$ cat config.mk
export PLATFORM = sky130hd
export DESIGN_NAME = fetch_buffer
export DESIGN_NICKNAME = d
export VERILOG_FILES = /design/src/rtl/fetch_buffer.sv
export SDC_FILE = /design/constraint.sdc
export NUM_CORES = 1
export LEC_CHECK = 0
export ABC_CLOCK_PERIOD_IN_PS = 10900
export CAP_MARGIN = 20
export CORE_ASPECT_RATIO = 1.75
export CORE_MARGIN = 2
export CORE_UTILIZATION = 60
export CTS_BUF_LIST = sky130_fd_sc_hd__clkbuf_16
export DETAILED_ROUTE_END_ITERATION = 10
export DONT_BUFFER_PORTS = 1
export GPL_ROUTABILITY_DRIVEN = 0
export PLACE_DENSITY = 0.79
export SYNTH_ARGS = -nofsm -noshare
export SYNTH_HDL_FRONTEND = slang
export SYNTH_SLANG_ARGS = --single-unit
$ cat constraint.sdc
create_clock -name clock -period 10.9 [get_ports clock]
set_input_delay 0.545 -clock clock [delete_from_list [all_inputs] [get_ports clock]]
set_output_delay 0.545 -clock clock [all_outputs]
set_load 0.02 [all_outputs]
$ cat src/rtl/fetch_buffer.sv
// Instruction fetch front end: one-outstanding word fetch into a PC-tagged
// FIFO that feeds decode through valid/ready, flushed by redirect.
module fetch_buffer #(
    parameter int          DEPTH    = 4,
    parameter logic [31:0] RESET_PC = 32'h0000_0000
) (
    input  logic                   clock,
    input  logic                   reset,
    output logic                   mem_req,
    output logic [31:0]            mem_addr,
    input  logic                   mem_ack,
    input  logic [31:0]            mem_rdata,
    input  logic                   redirect,
    input  logic [31:0]            redirect_pc,
    output logic                   inst_valid,
    input  logic                   inst_ready,
    output logic [31:0]            inst_out,
    output logic [31:0]            inst_pc,
    output logic [$clog2(DEPTH):0] count
);
    localparam int AW = $clog2(DEPTH);
    localparam int CW = AW + 1;
    localparam logic [CW-1:0] FULL = CW'(DEPTH);

    typedef enum logic [1:0] {
        IDLE,
        REQ,
        DRAIN
    } state_e;

    state_e        state_q, state_d;
    logic [31:0]   fetch_pc_q, fetch_pc_d;
    logic [31:0]   addr_q, addr_d;
    logic [31:0]   out_q, out_d;
    logic [31:0]   pc_q, pc_d;
    logic [CW-1:0] count_q, count_d;
    logic [AW-1:0] rd_ptr_q, rd_ptr_d;
    logic [AW-1:0] wr_ptr_q, wr_ptr_d;
    logic [63:0]   buf_q [DEPTH];
    logic          push;
    logic          pop;
    logic [31:0]   redir_pc;

    assign mem_req    = (state_q != IDLE);
    assign mem_addr   = addr_q;
    assign inst_valid = (count_q != '0);
    assign inst_out   = out_q;
    assign inst_pc    = pc_q;
    assign count      = count_q;

    always_comb begin
        redir_pc   = redirect_pc & ~32'd3;
        pop        = inst_valid && inst_ready && !redirect;
        push       = (state_q == REQ) && mem_ack && !redirect;
        fetch_pc_d = fetch_pc_q;
        state_d    = state_q;
        rd_ptr_d   = rd_ptr_q;
        wr_ptr_d   = wr_ptr_q;
        count_d    = count_q;
        out_d      = out_q;
        pc_d       = pc_q;

        if (redirect) begin
            rd_ptr_d   = '0;
            wr_ptr_d   = '0;
            count_d    = '0;
            fetch_pc_d = redir_pc;
        end else begin
            if (pop) begin
                rd_ptr_d = rd_ptr_q + AW'(1);
            end
            if (push) begin
                wr_ptr_d   = wr_ptr_q + AW'(1);
                fetch_pc_d = addr_q + 32'd4;
            end
            count_d = count_q + CW'(push) - CW'(pop);
            // An empty-after-pop FIFO takes its new head straight from the push.
            if (push && count_q == CW'(pop)) begin
                out_d = mem_rdata;
                pc_d  = addr_q;
            end else if (count_d != '0) begin
                {out_d, pc_d} = buf_q[rd_ptr_d];
            end
        end

        unique case (state_q)
            IDLE: begin
                if (count_d < FULL) begin
                    state_d = REQ;
                end
            end
            REQ: begin
                if (mem_ack) begin
                    state_d = (count_d < FULL) ? REQ : IDLE;
                end else if (redirect) begin
                    state_d = DRAIN;
                end
            end
            DRAIN: begin
                if (mem_ack) begin
                    state_d = REQ;
                end
            end
            default: state_d = IDLE;
        endcase

        // The stale request keeps its address until memory answers it.
        addr_d = (state_d == DRAIN) ? addr_q : fetch_pc_d;
    end

    always_ff @(posedge clock or posedge reset) begin
        if (reset) begin
            state_q    <= IDLE;
            fetch_pc_q <= RESET_PC;
            addr_q     <= RESET_PC;
            out_q      <= '0;
            pc_q       <= '0;
            count_q    <= '0;
            rd_ptr_q   <= '0;
            wr_ptr_q   <= '0;
        end else begin
            state_q    <= state_d;
            fetch_pc_q <= fetch_pc_d;
            addr_q     <= addr_d;
            out_q      <= out_d;
            pc_q       <= pc_d;
            count_q    <= count_d;
            rd_ptr_q   <= rd_ptr_d;
            wr_ptr_q   <= wr_ptr_d;
        end
    end

    always_ff @(posedge clock) begin
        if (push) begin
            buf_q[wr_ptr_q] <= {mem_rdata, addr_q};
        end
    end

endmodule

==> out/results.txt, run 1 <==
nets@finish: 1,690
number of global-route vias before repair: 14,761
Synth Register Bits: 393
fmax: 188 MHz
row count: 87
Leak Pwr: 6.83 nW
cell chain of the critical path: nor3_4 > buf_4 > inv_4 > nand2_8 > inv_2 > ha_1 > inv_1 > ha_1 > inv_1 > fa_1 > xnor3_1 > and3b_1 > a21o_4 > buf_4 > a22oi_1 > o31ai_1
CP Launch Point: count[2]$_DFF_PP0_
final hold vios: 0
DRC viols: 0
critical path type: flop to flop
synth-to-layout area growth: 5.30%
PwrDens: 255 mW/mm²
global routing usage on met2: 0.499
Die X: 140 µm
Pwr Total: 5.22 mW
Worst-Margin Slew: 1120 ps
Initial Util: 0.607
period utilization: 0.488
Rel. slew slack: 0.254
Setup Buffers After CTS: 0
Skew-Pair Late Insertion Delay: 530 ps
Mapped Area: 0.0195 mm²
Critical Path End Type: flop
Fill cells: 2,443
Avg WL per Cell: 24.8 µm
Peak VDD IR: 0.212 mV
dpl ws: 5650 ps
# diodes: 0
cts repair resizes: 0
critical path launch point type: flop
core region area: 0.0321 mm²
sequential area share after synthesis: 0.570
Critical-path top delay cell: buf_4
multi-input logic area: 0.00756 mm²
post-DP HPWL: 26.8 mm
io pins: 170
grt ovf: 0
die area: 0.0340 mm²
setup ws final: 5590 ps
Max Cap Viol: 0
Clock Tree Buf Depth: 3
crit-path max cell delay: 710 ps
FF/Latch Area: 0.0111 mm²
Synth cell types: 58
r2r endpoint: inst_pc[1]$_DFFE_PP0P_
Top Usage Layer GRT: met2
Mapped Nets: 1,822
first-pass GRT wire length: 79.2 mm
largest net degree at the start of global routing: 110
DR iter-0 viols: 1,557
Max Clock Skew: 14.2 ps
Final ANT Viol Nets: 0
Post-synth EDFFs: 256
initial antenna violation count: 0
synthesized area per cell: 11.2 µm²
TritonRoute pass-1 iters: 5
CTS tree: yes
Data required, critical path: 11,330 ps
Reg-to-Reg Start: count[2]$_DFF_PP0_
die height: 242 µm
H-tree depth: 2
PortBufs: 0
clk sinks: 393
final setup fails: 0
Tmin final: 5310 ps
synth warn: 0
CTS clk-pin slew, worst paths: 70 ps
Critical Path AT: 5740 ps
Mapped Cells: 1,745
Tot GR Track Use: 0.293
hold_buf cts: 0
FF-to-FF path depth: 16
worst min path class: input pin to async pin
routed wire length: 50.6 mm
Via density: 7.23
status: complete, no violations
Worst R2R Setup Slack: 5590 ps
unrepaired setup endpoints after global routing: false
final sum of negative setup slack: 0 ps
max-slew violation count: 0
clk root buf: clkbuf_16
proportion of layout cells with a drive suffix above 1: 0.0977
predominant post-synthesis flop cell: edfxtp_1
routed vias: 14,730
met1 usage in global routing: 0.362
Async SR Flop Fraction: 0.349
CTS Buf Count: 36
critical path fanouts, max: 95
M3 GR Usage: 0.0532
[power by group]
| group | internal (mW) | switching (mW) |
|---|---|---|
| Clock | 0.708 | 0.544 |
| Combinational | 0.501 | 1.03 |
| Sequential | 1.89 | 0.547 |
| Total | 3.10 | 2.12 |
[per-layer routing]
layer  up-vias  part of all wire  wire, µm
li1       6538                 -         -
met1      7314              0.37     18900
met2       745              0.51     25800
met3       133             0.081      4110
met4         0             0.037      1850
met5         -                 0         0
[placed cells by master (no fill, tap or decap), types with 5 or more instances in the layout]
| cell type | instances |
|---|---|
| edfxtp_1 | 256 |
| o21ai_0 | 155 |
| nand3_1 | 137 |
| dfrtp_1 | 135 |
| nor2_1 | 101 |
| a21oi_1 | 90 |
| nand2_1 | 78 |
| nor4_1 | 70 |
| nor2b_1 | 66 |
| o31ai_1 | 64 |
| a32oi_1 | 62 |
| a311oi_1 | 62 |
| a211oi_1 | 62 |
| a22oi_2 | 60 |
| clkbuf_16 | 37 |
| inv_1 | 22 |
| buf_4 | 20 |
| mux2i_1 | 19 |
| xor2_1 | 15 |
| xnor2_1 | 11 |
| o221ai_1 | 9 |
| mux2_2 | 8 |
| ha_1 | 7 |
| a31oi_1 | 5 |
| nand4_1 | 5 |
| clkinv_1 | 5 |
[layout make-up]
type,instances,share of cell area
clock buffer,37,0.0451
inverter,14,0.00293
sequential,393,0.542
timing repair buffer,20,0.00732
tap,400,0.0244
clock inverter,26,0.0101
multi-input combinational,1148,0.368
[synth_stat cells (all sizes together) (2+ instances only)]
library cell | n | area share
nand4 | 6 | 0.0022
nor3b | 3 | 0.0012
clkbuf | 133 | 0.026
nor4 | 71 | 0.024
a311oi | 62 | 0.028
or4 | 2 | 0.00077
or2 | 3 | 0.00096
nand3b | 2 | 0.00077
a32oi | 62 | 0.028
and2 | 6 | 0.0019
xor2 | 15 | 0.0067
nand2 | 79 | 0.016
nor2 | 101 | 0.019
a21oi | 90 | 0.023
xnor2 | 11 | 0.0049
o21ai | 155 | 0.040
and3 | 3 | 0.00096
o211ai | 4 | 0.0015
o221ai | 9 | 0.0040
mux4 | 2 | 0.0023
a21o | 4 | 0.0015
and3b | 2 | 0.00090
nor2b | 67 | 0.022
o31ai | 64 | 0.025
nand3 | 137 | 0.035
o21bai | 4 | 0.0015
inv | 14 | 0.0027
nor3 | 4 | 0.0015
a211oi | 62 | 0.024
dfrtp | 137 | 0.18
buf | 57 | 0.016
a22oi | 64 | 0.040
edfxtp | 256 | 0.39
mux2 | 8 | 0.0046
ha | 7 | 0.0045
nand2b | 3 | 0.00096
a221oi | 2 | 0.00090
mux2i | 19 | 0.0098
a31oi | 5 | 0.0016
[cell families (layout without fill, tap and decap cells)]
logic type / after synthesis / count (layout) / synth area share
DFF: 393 / 393 / 0.570
AOI/OAI and AO/OA: 592 / 592 / 0.221
buffers and inverters: 204 / 97 / 0.0444
xor gates and xnor gates: 27 / 27 / 0.0128
adders and majority gates: 8 / 8 / 0.00552
and+or+nand+nor: 492 / 492 / 0.129
muxes: 29 / 29 / 0.0167
[worst max path at each step]
stage | depth (start not counted) | slack, ps | endpoint
after detailed placement | 16 | 5650 | inst_pc[1]$_DFFE_PP0P_
final | 16 | 5590 | inst_pc[1]$_DFFE_PP0P_
after floorplan | 1 | 6690 | count[0]$_DFF_PP0_
after global routing | 16 | 5260 | inst_out[30]$_DFFE_PP0P_
after global placement | 16 | 5770 | inst_pc[1]$_DFFE_PP0P_
after CTS | 16 | 5630 | inst_out[30]$_DFFE_PP0P_
[worst max-delay path, delay by kind of cell (launching register included)]
family | cells | cell delay (ps)
buffers and inverters | 6 | 2030
AOI/OAI and AO/OA | 3 | 790
DFF | 1 | 550
adders and majority gates | 3 | 800
and+or+nand+nor | 3 | 700
xor gates and xnor gates | 1 | 240
[sequential cells by signal, indices dropped and copies added (netlist names)]
signal	count
inst_out	32
rd_ptr_q	2
buf_q	256
fetch_pc_q	32
wr_ptr_q	2
count	3
mem_addr	32
inst_pc	32
state_q	2
[stage by stage]
step	cells	util	instance area (µm²)	hold slack (ps)
final	2038	0.639	20500	69.0
after global routing	2038	0.639	20500	64.3
after CTS	2038	0.639	20500	64.8
after detailed placement	1975	0.604	19400	514
after global placement	1975	0.604	19400	502
after floorplan	1745	-	19500	501
Power figures use the tool's default switching activity.
==> inputs of run 2 (changes only) <==
--- a/config.mk
+++ b/config.mk
@@ -5,7 +5,8 @@
 export SDC_FILE = /design/constraint.sdc
 export NUM_CORES = 1
 export LEC_CHECK = 0
-export ABC_CLOCK_PERIOD_IN_PS = 10900
+export ABC_AREA = 1
+export ABC_CLOCK_PERIOD_IN_PS = 4900
 export CAP_MARGIN = 20
 export CORE_ASPECT_RATIO = 1.75
 export CORE_MARGIN = 2
==> constraint.sdc (replaced) <==
create_clock -name clock -period 4.9 [get_ports clock]
set_input_delay 0.245 -clock clock [delete_from_list [all_inputs] [get_ports clock]]
set_output_delay 0.245 -clock clock [all_outputs]
set_load 0.02 [all_outputs]
==> run 2 against run 1 <==
Critical path type unchanged; wire length is 14% lower; via count is 7.8% lower; design area is 2.4% lower; worst hold slack worse by 46 ps; largest power group unchanged; clock power is 120% higher.
==> out/results.txt, run 2 <==
status: complete, no violations
fmax: 249 MHz
synth top area cells: edfxtp_1 (43%), dfrtp_1 (19%), nand2_1 (13%)
cts repair resizes: 0
Critical-path top delay cell: dfrtp_1
max-slew violation count: 0
final std cell area, no fill: 0.0200 mm²
cell mode on critical path: nand2_1
met1 usage in global routing: 0.315
Max Clock Skew: 18.2 ps
commonest cells in the synthesized netlist: nand2_1 (637), nand3_1 (294), inv_1 (258)
Final Util: 0.671
unrepaired setup endpoints after global routing: false
setup ws final: 879 ps
Tot GR Track Use: 0.279
DR iter-0 viols: 1,065
crit-path max cell delay: 530 ps
die area: 0.0316 mm²
Critical Path End Type: flop
Post-DP Area: 0.0182 mm²
synth warn: 0
M3 GR Usage: 0.0475
TritonRoute pass-1 iters: 5
CTS Buf Count: 36
Synth top area share: 0.426
Mapped Nets: 2,062
largest net degree at the start of global routing: 89
Final ANT Viol Nets: 0
synth-to-layout area growth: 10.9%
Leak Pwr: 9.28 nW
Fill cells: 2,255
Mapped Cells: 1,985
Pwr Total: 11.5 mW
routed wire length: 43.8 mm
Yosys top cell by area: edfxtp_1
final hold vios: 0
dpl ws: 932 ps
Post-synth EDFFs: 256
critical path type: flop to flop
nets@finish: 2,085
sequential area share after synthesis: 0.615
number of global-route vias before repair: 13,770
Tmin final: 4020 ps
Inst Count DP: 2,290
Mapped Area: 0.0181 mm²
Synth cell types: 26
Largest Register: buf_q
critical path launch point type: flop
most common cell after layout, fill and taps aside: nand2_1
count leader, synth: nand2_1
Worst-Margin Slew: 1100 ps
critical path fanouts, max: 43
Min Hold Slack: 23.2 ps
synthesized area per cell: 9.10 µm²
Synth Register Bits: 393
CTS tree: yes
Async SR Flop Fraction: 0.349
post-DP HPWL: 25.1 mm
io pins: 170
Avg WL per Cell: 18.1 µm
Top Usage Layer GRT: met2
Via density: 5.61
Critical Path AT: 4430 ps
Peak VDD IR: 0.522 mV
clk sinks: 393
max reg flops: 256
core region area: 0.0298 mm²
Die X: 135 µm
PwrDens: 575 mW/mm²
predominant post-synthesis flop cell: edfxtp_1
most frequent cells in the layout: nand2_1 (633), nand3_1 (293), inv_1 (268), edfxtp_1 (256), nor2_1 (183)
period utilization: 0.821
CTS clk-pin slew, worst paths: 70 ps
global routing usage on met2: 0.508
worst min path class: input pin to flop
final setup fails: 0
grt ovf: 0
die height: 234 µm
row count: 84
cell chain of the critical path: nor2_2 > nand2_1 > nand2_1 > inv_1 > ha_1 > inv_1 > ha_1 > inv_1 > fa_1 > xor2_1 > nand2_1 > nand2_1 > nand3_1 > nand2_4 > buf_4 > nor2_1 > nand2_1 > nand2_1
Clock Tree Buf Depth: 3
Skew-Pair Late Insertion Delay: 520 ps
Data required, critical path: 5300 ps
initial antenna violation count: 0
PortBufs: 0
Cell Count, Final, Fillers Out: 2,421
proportion of layout cells with a drive suffix above 1: 0.0418
Max Cap Viol: 0
first-pass GRT wire length: 68.9 mm
final sum of negative setup slack: 0 ps
routed vias: 13,578
clk root buf: clkbuf_16
Initial Util: 0.605
Rel. slew slack: 0.263
H-tree depth: 2
DRC viols: 0
[run 2: changes by cell type after synthesis, sizes merged, moves of 64 or more]
| cell | previous run | this run |
|---|---|---|
| o31ai | 64 | 0 |
| nor2 | 101 | 190 |
| inv | 14 | 264 |
| nand3 | 137 | 295 |
| o21ai | 155 | 16 |
| nand2 | 79 | 637 |
| nor2b | 67 | 0 |
| clkbuf | 133 | 12 |
| a22oi | 64 | 0 |
| a21oi | 90 | 2 |
| nor4 | 71 | 0 |
[run 2: logic make-up after synthesis]
| group | Yosys count | share of synthesized area |
|---|---|---|
| xor gates and xnor gates | 10 | 0.00485 |
| and+or+nand+nor | 1188 | 0.282 |
| AOI/OAI and AO/OA | 22 | 0.00665 |
| adders and majority gates | 8 | 0.00596 |
| buffers and inverters | 364 | 0.0852 |
| DFF | 393 | 0.615 |
[run 2: metal layers]
layer / up-vias / share of wire / routed length [µm]
met5: - / 0 / 0
met4: 0 / 0.042 / 1820
met3: 121 / 0.064 / 2790
met2: 539 / 0.53 / 23100
met1: 6550 / 0.37 / 16100
li1: 6368 / - / -
[run 2: what timing repair did]
action                    in CTS  in global routing
hold buffers                  67                  0
setup buffers                  0                  0
hold endpoints to repair     290                  0
[run 2: worst paths after layout]
check	startpoint	to	slack [ps]	depth (start not counted)
setup / recovery	count[1]$_DFF_PP0_	inst_out[14]$_DFFE_PP0P_	880	18
hold / removal	mem_ack	wr_ptr_q[0]$_DFFE_PP0P_	20	3
setup reg to reg	count[1]$_DFF_PP0_	inst_out[14]$_DFFE_PP0P_	880	18
hold reg to reg	fetch_pc_q[7]$_DFF_PP0_	fetch_pc_q[7]$_DFF_PP0_	500	2
max in group asynchronous	reset	inst_pc[29]$_DFFE_PP0P_	3220	3
min in group asynchronous	reset	inst_pc[4]$_DFFE_PP0P_	360	2
[run 2: cell type report]
| class | instances | area (µm²) | share of cell area |
|---|---|---|---|
| clock buffers | 37 | 926 | 0.0462 |
| diodes | 1 | 2.50 | 0.000125 |
| flip-flops and latches | 393 | 11100 | 0.555 |
| well taps | 387 | 484 | 0.0242 |
| clock inverters | 26 | 188 | 0.00937 |
| repair buffers | 85 | 841 | 0.0420 |
| multi-input cells | 1228 | 5480 | 0.274 |
| inverters | 264 | 996 | 0.0497 |
[run 2: critical path, delay by kind of cell, from the launching register on]
family / cells / cell delay (ps)
XOR/XNOR: 1 / 170
adder cells (fa/ha/maj): 3 / 830
buffers and inverters: 4 / 570
flip-flops: 1 / 530
AND/OR/NAND/NOR: 10 / 1750
[run 2: power breakdown]
part / switching (mW) / internal, mW
combinational: 2.28 / 1.04
sequential: 1.22 / 4.28
clock: 1.18 / 1.52
